[config.mk]
export PLATFORM = sky130hd
export DESIGN_NAME = word_rx_module
export DESIGN_NICKNAME = d
export VERILOG_FILES = /design/src/rtl/word_rx_pkg.sv /design/src/rtl/uart_byte_rx_module.sv /design/src/rtl/word_rx_module.sv
export SDC_FILE = /design/constraint.sdc
export NUM_CORES = 1
export LEC_CHECK = 0
export ABC_AREA = 0
export CAP_MARGIN = 0
export CORE_ASPECT_RATIO = 1.4
export CORE_MARGIN = 10
export CORE_UTILIZATION = 60
export DETAILED_ROUTE_END_ITERATION = 6
export PLACE_DENSITY_LB_ADDON = 0.25
export SLEW_MARGIN = 10
export SYNTH_ARGS = -nofsm -noshare
export SYNTH_HDL_FRONTEND = slang
export SYNTH_SLANG_ARGS = --single-unit
[constraint.sdc]
create_clock -name CLK -period 3.3 [get_ports CLK]
set_input_delay 0.33 -clock CLK [delete_from_list [all_inputs] [get_ports CLK]]
set_output_delay 0.33 -clock CLK [all_outputs]
set_load 0.02 [all_outputs]
[src/rtl/word_rx_pkg.sv]
// rtl/word_rx_pkg.sv - shared UART defines: default timing and receiver state encoding
// Purpose: constants and types shared by the UART receiver and transmitter side.
// Ports: none (package).
package word_rx_pkg;

  // 50 MHz system clock / 115200 baud
  localparam int DEFAULT_CLK_PER_BIT  = 434;
  // Idle bit-times tolerated between bytes of one word
  localparam int DEFAULT_TIMEOUT_BITS = 10;

  typedef enum logic [1:0] {
    ST_IDLE  = 2'd0,
    ST_START = 2'd1,
    ST_DATA  = 2'd2,
    ST_STOP  = 2'd3
  } rx_state_t;

  // Counter width able to hold 0..v-1, never narrower than one bit
  function automatic int cnt_width(input int v);
    return (v <= 2) ? 1 : $clog2(v);
  endfunction

endpackage

[src/rtl/uart_byte_rx_module.sv]
// rtl/uart_byte_rx_module.sv - single-byte 8N1 UART receiver with stop-bit strobes
// Purpose: synchronizes the line, detects a start bit, samples 8 data bits LSB first
//          at mid-bit and checks the stop bit.
// Ports:
//   i_clk       system clock, rising edge
//   i_rst       synchronous active-high reset
//   i_rx        asynchronous UART line, idle high
//   o_byte      received byte, valid while o_byte_done is high
//   o_byte_done strobe in the stop-sample cycle when the stop bit is high
//   o_frame_err strobe in the stop-sample cycle when the stop bit is low
//   o_busy      receiver state is not IDLE
module uart_byte_rx_module
  import word_rx_pkg::*;
#(
  parameter int CLK_PER_BIT = DEFAULT_CLK_PER_BIT
) (
  input  logic       i_clk,
  input  logic       i_rst,
  input  logic       i_rx,
  output logic [7:0] o_byte,
  output logic       o_byte_done,
  output logic       o_frame_err,
  output logic       o_busy
);

  localparam int            TW      = cnt_width(CLK_PER_BIT);
  localparam logic [TW-1:0] HALF_M1 = TW'(CLK_PER_BIT / 2 - 1);
  localparam logic [TW-1:0] FULL_M1 = TW'(CLK_PER_BIT - 1);

  logic            r_sync1;
  logic            r_sync2;
  logic            r_rx_prev;
  logic [2:0]      r_arm;
  rx_state_t       r_state;
  rx_state_t       w_next_state;
  logic [TW-1:0]   r_timer;
  logic [2:0]      r_bit_idx;
  logic [7:0]      r_shift;

  logic            w_rx;
  logic            w_fall;
  logic            w_mid_start;
  logic            w_bit_end;
  logic            w_stop_tick;

  // Synchronizer and edge-detect history. r_arm blocks edge detection until the
  // pipeline holds real line samples, so a line that is low when reset releases
  // is not mistaken for a start bit.
  always_ff @(posedge i_clk) begin
    if (i_rst) begin
      r_sync1   <= 1'b1;
      r_sync2   <= 1'b1;
      r_rx_prev <= 1'b1;
      r_arm     <= 3'b000;
    end else begin
      r_sync1   <= i_rx;
      r_sync2   <= r_sync1;
      r_rx_prev <= r_sync2;
      r_arm     <= {r_arm[1:0], 1'b1};
    end
  end

  assign w_rx        = r_sync2;
  assign w_fall      = r_arm[2] & r_rx_prev & ~w_rx;
  assign w_mid_start = (r_timer == HALF_M1);
  assign w_bit_end   = (r_timer == FULL_M1);
  assign w_stop_tick = (r_state == ST_STOP) && w_bit_end;

  always_comb begin
    w_next_state = r_state;
    case (r_state)
      ST_IDLE:  if (w_fall) w_next_state = ST_START;
      ST_START: if (w_mid_start) w_next_state = w_rx ? ST_IDLE : ST_DATA;
      ST_DATA:  if (w_bit_end && (r_bit_idx == 3'd7)) w_next_state = ST_STOP;
      ST_STOP:  if (w_bit_end) w_next_state = ST_IDLE;
      default:  w_next_state = ST_IDLE;
    endcase
  end

  always_ff @(posedge i_clk) begin
    if (i_rst) begin
      r_state   <= ST_IDLE;
      r_timer   <= '0;
      r_bit_idx <= 3'd0;
      r_shift   <= 8'h00;
    end else begin
      r_state <= w_next_state;
      // Timer restarts on every state change and every DATA bit boundary, so
      // from mid start bit each later sample lands at mid-bit.
      if ((r_state == ST_IDLE) || (w_next_state != r_state) || w_bit_end)
        r_timer <= '0;
      else
        r_timer <= r_timer + 1'b1;
      if (r_state == ST_START)
        r_bit_idx <= 3'd0;
      if ((r_state == ST_DATA) && w_bit_end) begin
        r_shift   <= {w_rx, r_shift[7:1]};
        r_bit_idx <= r_bit_idx + 3'd1;
      end
    end
  end

  assign o_byte      = r_shift;
  assign o_byte_done = w_stop_tick & w_rx;
  assign o_frame_err = w_stop_tick & ~w_rx;
  assign o_busy      = (r_state != ST_IDLE);

endmodule

[src/rtl/word_rx_module.sv]
// rtl/word_rx_module.sv - assembles three UART bytes MSB first into a 24-bit word
// Purpose: byte index, word assembly, inter-byte timeout and output strobes on top
//          of uart_byte_rx_module.
// Ports:
//   CLK        system clock, rising edge
//   RST        synchronous active-high reset
//   RX_Pin_In  asynchronous UART line, idle high, 8N1, LSB first
//   Word       last complete received word
//   Word_Valid one-cycle pulse, Word updated in the same cycle
//   Frame_Err  one-cycle pulse after a bad stop bit
//   Busy       receiver active or a partial word is held
module word_rx_module
  import word_rx_pkg::*;
#(
  parameter int CLK_PER_BIT  = DEFAULT_CLK_PER_BIT,
  parameter int TIMEOUT_BITS = DEFAULT_TIMEOUT_BITS
) (
  input  logic        CLK,
  input  logic        RST,
  input  logic        RX_Pin_In,
  output logic [23:0] Word,
  output logic        Word_Valid,
  output logic        Frame_Err,
  output logic        Busy
);

  localparam int             TO_CLKS = TIMEOUT_BITS * CLK_PER_BIT;
  localparam int             TOW     = cnt_width(TO_CLKS);
  localparam logic [TOW-1:0] TO_LAST = TOW'(TO_CLKS - 1);

  logic [7:0]     w_byte;
  logic           w_byte_done;
  logic           w_frame_err;
  logic           w_rx_busy;
  logic           w_idle_partial;

  logic [1:0]     r_index;
  // Bytes 0 and 1 of the word; byte 2 goes straight from the receiver into Word.
  logic [15:0]    r_asm;
  logic [23:0]    r_word;
  logic           r_word_valid;
  logic           r_frame_err;
  logic [TOW-1:0] r_timeout;

  uart_byte_rx_module #(
    .CLK_PER_BIT (CLK_PER_BIT)
  ) u_byte_rx (
    .i_clk       (CLK),
    .i_rst       (RST),
    .i_rx        (RX_Pin_In),
    .o_byte      (w_byte),
    .o_byte_done (w_byte_done),
    .o_frame_err (w_frame_err),
    .o_busy      (w_rx_busy)
  );

  assign w_idle_partial = ~w_rx_busy && (r_index != 2'd0);

  always_ff @(posedge CLK) begin
    if (RST) begin
      r_index      <= 2'd0;
      r_asm        <= 16'h0000;
      r_word       <= 24'h000000;
      r_word_valid <= 1'b0;
      r_frame_err  <= 1'b0;
      r_timeout    <= '0;
    end else begin
      r_word_valid <= 1'b0;
      r_frame_err  <= 1'b0;
      if (w_frame_err) begin
        r_index     <= 2'd0;
        r_asm       <= 16'h0000;
        r_frame_err <= 1'b1;
        r_timeout   <= '0;
      end else if (w_byte_done) begin
        r_timeout <= '0;
        case (r_index)
          2'd0: begin
            r_asm[15:8] <= w_byte;
            r_index     <= 2'd1;
          end
          2'd1: begin
            r_asm[7:0] <= w_byte;
            r_index    <= 2'd2;
          end
          default: begin
            r_word       <= {r_asm, w_byte};
            r_word_valid <= 1'b1;
            r_index      <= 2'd0;
            r_asm        <= 16'h0000;
          end
        endcase
      end else if (w_idle_partial) begin
        // Silent discard once the line has idled a full timeout with a partial word
        if (r_timeout == TO_LAST) begin
          r_index   <= 2'd0;
          r_asm     <= 16'h0000;
          r_timeout <= '0;
        end else begin
          r_timeout <= r_timeout + 1'b1;
        end
      end else begin
        r_timeout <= '0;
      end
    end
  end

  assign Word       = r_word;
  assign Word_Valid = r_word_valid;
  assign Frame_Err  = r_frame_err;
  assign Busy       = w_rx_busy | (r_index != 2'd0);

endmodule

==> results by group <==
Drt
  – Vias per inst: around 5.6
  – Vias: around 2600
  – Final wirelength: just under 7000 um
  – Final antenna-violating net count: 0
  – DRT Pass-1 Iters: 4
  – DRC: 0
  – DRT iter0 DRCs: 194
  – WL/cell: 14.6 um

Clock network
  – CTS clk-pin slew, worst paths: 0.08 ns
  – Worst-Skew Late Latency: 0.36 ns
  – Hold Buf Count CTS: 0
  – CTS Sinks: 85
  – Post-CTS Resized: 0
  – Clock Tree Root: clkbuf_8
  – Clock buffer depth: 2
  – TritonCTS clock tree: built
  – H-Tree Depth: 3
  – CTS Buf Count: 9
  – Post-CTS Setup Repair Bufs: 0

Critical path
  – Buf/Inv on CP: 1
  – R2R cell count: 5
  – Critical Path, Cell by Cell: nor2_1 -> nand2_1 -> clkdlybuf4s50_1
  – Setup Crit Path Kind: register to output pin
  – RR Startpoint: u_byte_rx.r_timer[0]$_SDFF_PP0_
  – Req. time, crit path: 2.97 ns
  – CP Max Fanout: 16
  – Worst path max stage delay: roughly 0.67 ns
  – R2R Path End: r_asm[6]$_SDFFE_PP0P_
  – Cell family with most CP delay: flip-flops
  – Worst setup SP type: register
  – Worst EP arrival: 1.96 ns
  – Critical path's slowest cell: dfxtp_1
  – Reg2reg setup slack: 1.02 ns
  – Critical path capture point type: output pin

Synth
  – Post-synth EDFFs: 0
  – Ys async rst share: 0%
  – Yosys warns: 0
  – Syn Inst Count: 373
  – Mapped Area: 3510 um2
  – Syn_nets: ~380
  – Ys flop type: dfxtp_1
  – Sequential area share after synthesis: 48.5%
  – Syn Area/Cell: 9.41 um2
  – Netlist cell types: 44
  – Synth Register Bits: 85

GRT
  – Grt peak-use layer: met2
  – M3 GR Usage: 4.70%
  – Total Routing Usage GR: 15.0%
  – Grt ovf: 0
  – Vias in the first global route: 2586
  – Global-route wire length before repair: around 12000 um
  – Largest net degree at the start of global routing: 41
  – Initial antenna violation count: 0
  – GRT met2 Usage: about a quarter
  – Met1 Resource Use GR: between 15 and 20%

Timing
  – Fmax: 0.437 GHz
  – Fin crit period: 2.29 ns
  – Clock Skew: 0.00776 ns
  – Setup tns final: 0 ns
  – Slew HR: 44.4%
  – Fin crit share: 69.4%
  – Tightest Pin Transition: 0.832 ns
  – Final Hold Fails: 0
  – RSZ-0062 raised after global routing: false
  – Slew Limit Fails: 0
  – Final worst slack: 1.01 ns
  – Final setup viols: 0

Min path
  – HP Start: RST
  – WHS Path Cells: 2
  – Worst hold path type: input port to register
  – Worst hold endpoint: u_byte_rx.r_state[1]$_SDFF_PP0_

Floorplan
  – Die area: 9350 um2
  – Die height: approximately 110 um
  – Core region area: approximately 5600 um2
  – Row Count: 32
  – Die Span X: 84.6 um
  – I/O pin total: 30
  – Initial Utilization: about 63%

Placement
  – DP Worst Slack: 1.06 ns
  – Placer Congestion: 0.796
  – Dpl hpwl: slightly below 5000 um
  – Port Buffers: 29

Finish
  – Post-layout util: 71.3%
  – NumNets Final: approximately 410
  – Share of post-route cells with drive strength above 1: approximately 16%
  – Area Overhead vs Synth: 13.9%
  – Antenna diodes: 0

Run
  – Max-Cap Viols: 0

Power and ir drop
  – PnR Total Power: 1.81 mW
  – P per Cell Area: 453 nW/um2
  – Maximum vdd ir drop: 0.376 mV
  – Pleak: around 1.3 nW

Outcome
  – Status: completed
-- worst max-delay path by stage --
stage / slack [ns] / start / to / depth (start not counted)
finish: 1.01 / u_byte_rx.r_state[0]$_SDFF_PP0_ / Busy / 3
global route: 0.84 / u_byte_rx.r_timer[0]$_SDFF_PP0_ / r_asm[6]$_SDFFE_PP0P_ / 5
CTS: 1.0 / u_byte_rx.r_state[0]$_SDFF_PP0_ / Busy / 3
detailed placement: 1.06 / u_byte_rx.r_timer[0]$_SDFF_PP0_ / Word[1]$_SDFFE_PP0P_ / 5
global placement: 1.17 / u_byte_rx.r_timer[0]$_SDFF_PP0_ / Word[0]$_SDFFE_PP0P_ / 5
floorplan: 1.51 / u_byte_rx.r_timer[0]$_SDFF_PP0_ / Word[13]$_SDFFE_PP0P_ / 8
-- metal layers --
metal,share of wire [%],vias to the layer above
li1,-,1331
met1,42,1235
met2,51,54
met3,5.4,11
met4,1.8,0
met5,0,-
-- Yosys cell counts (2+ instances only) --
library cell | instances | area [um2]
dfxtp_1 | 85 | 1700
nand2_1 | 41 | 154
nor2_1 | 40 | 150
nand3_1 | 26 | 130
a21oi_2 | 20 | 175
nand2_2 | 20 | 125
inv_1 | 13 | 48.8
xnor2_1 | 12 | 105
o21ai_0 | 10 | 50.1
clkbuf_1 | 9 | 33.8
mux2i_1 | 9 | 90.1
a22o_1 | 8 | 70.1
a21oi_1 | 6 | 30.0
ha_1 | 6 | 75.1
nor4_1 | 6 | 37.5
xor2_1 | 6 | 52.6
nand4_1 | 5 | 31.3
nor3_1 | 5 | 25.0
buf_2 | 4 | 20.0
nor2b_1 | 4 | 25.0
o32ai_1 | 4 | 35.0
a22oi_1 | 3 | 22.5
buf_6 | 3 | 33.8
nor4_4 | 3 | 63.8
a31oi_1 | 2 | 12.5
and2_1 | 2 | 12.5
buf_4 | 2 | 15.0
nand4bb_1 | 2 | 22.5
or2_2 | 2 | 12.5
-- flip-flops by register name, indices dropped and copies added (netlist names) --
signal / cells
Word_Valid: 1
r_asm: 16
r_timeout: 13
u_byte_rx.o_byte: 8
u_byte_rx.r_bit_idx: 3
u_byte_rx.r_timer: 9
u_byte_rx.r_rx_prev: 1
Frame_Err: 1
u_byte_rx.r_sync2: 1
r_index: 2
Word: 24
u_byte_rx.r_sync1: 1
u_byte_rx.r_state: 2
u_byte_rx.r_arm: 3
-- cells by family (layout without fill, tap and decap cells) --
| group | count (synthesis) | after routing | synth area share (%) |
|---|---|---|---|
| XOR/XNOR | 18 | 18 | 4.49 |
| buffers and inverters | 32 | 60 | 4.46 |
| adder cells (fa/ha/maj) | 6 | 6 | 2.14 |
| flip-flops | 85 | 85 | 48.5 |
| AO/OA/AOI/OAI | 57 | 57 | 12.3 |
| multiplexers | 9 | 9 | 2.57 |
| AND/OR/NAND/NOR | 166 | 166 | 25.5 |
-- report_power, final --
part	switching, mW	internal (mW)
clock	0.348	0.411
combinational	0.0182	0.00545
sequential	0.00210	1.03
-- through the flow --
stage / hold WS, ns / std cells / instance area [um2]
2_1_floorplan: 0.389 / 373 / 3510
3_3_place_gp: 0.399 / 453 / 3790
3_5_place_dp: 0.406 / 453 / 3790
4_1_cts: 0.272 / 469 / 4000
5_1_grt: 0.300 / 469 / 4000
6_report: 0.288 / 469 / 4000
-- cell usage in the layout, fill, tap and decap left out, drive strengths merged, types with 3 or more instances in the layout --
| master | synthesis | layout |
|---|---|---|
| dfxtp | 85 | 85 |
| nand2 | 61 | 61 |
| nor2 | 40 | 40 |
| clkdlybuf4s50 | 0 | 28 |
| nand3 | 26 | 26 |
| a21oi | 26 | 26 |
| inv | 13 | 13 |
| clkbuf | 10 | 13 |
| xnor2 | 12 | 12 |
| o21ai | 10 | 10 |
| mux2i | 9 | 9 |
| nor4 | 9 | 9 |
| a22o | 8 | 8 |
| xor2 | 6 | 6 |
| ha | 6 | 6 |
| nand4 | 5 | 5 |
| nor3 | 5 | 5 |
| nor2b | 4 | 4 |
| o32ai | 4 | 4 |
| a22oi | 3 | 3 |
| buf | 9 | 3 |
-- layout make-up --
type | instances | area, um2
multi-input combinational | 256 | 1650
fill | 476 | 1610
clock inverter | 3 | 42.5
sequential | 85 | 1700
tap | 68 | 85.1
timing repair buffer | 31 | 300
inverter | 13 | 48.8
clock buffer | 13 | 169
(Power assumes the default switching activity.)
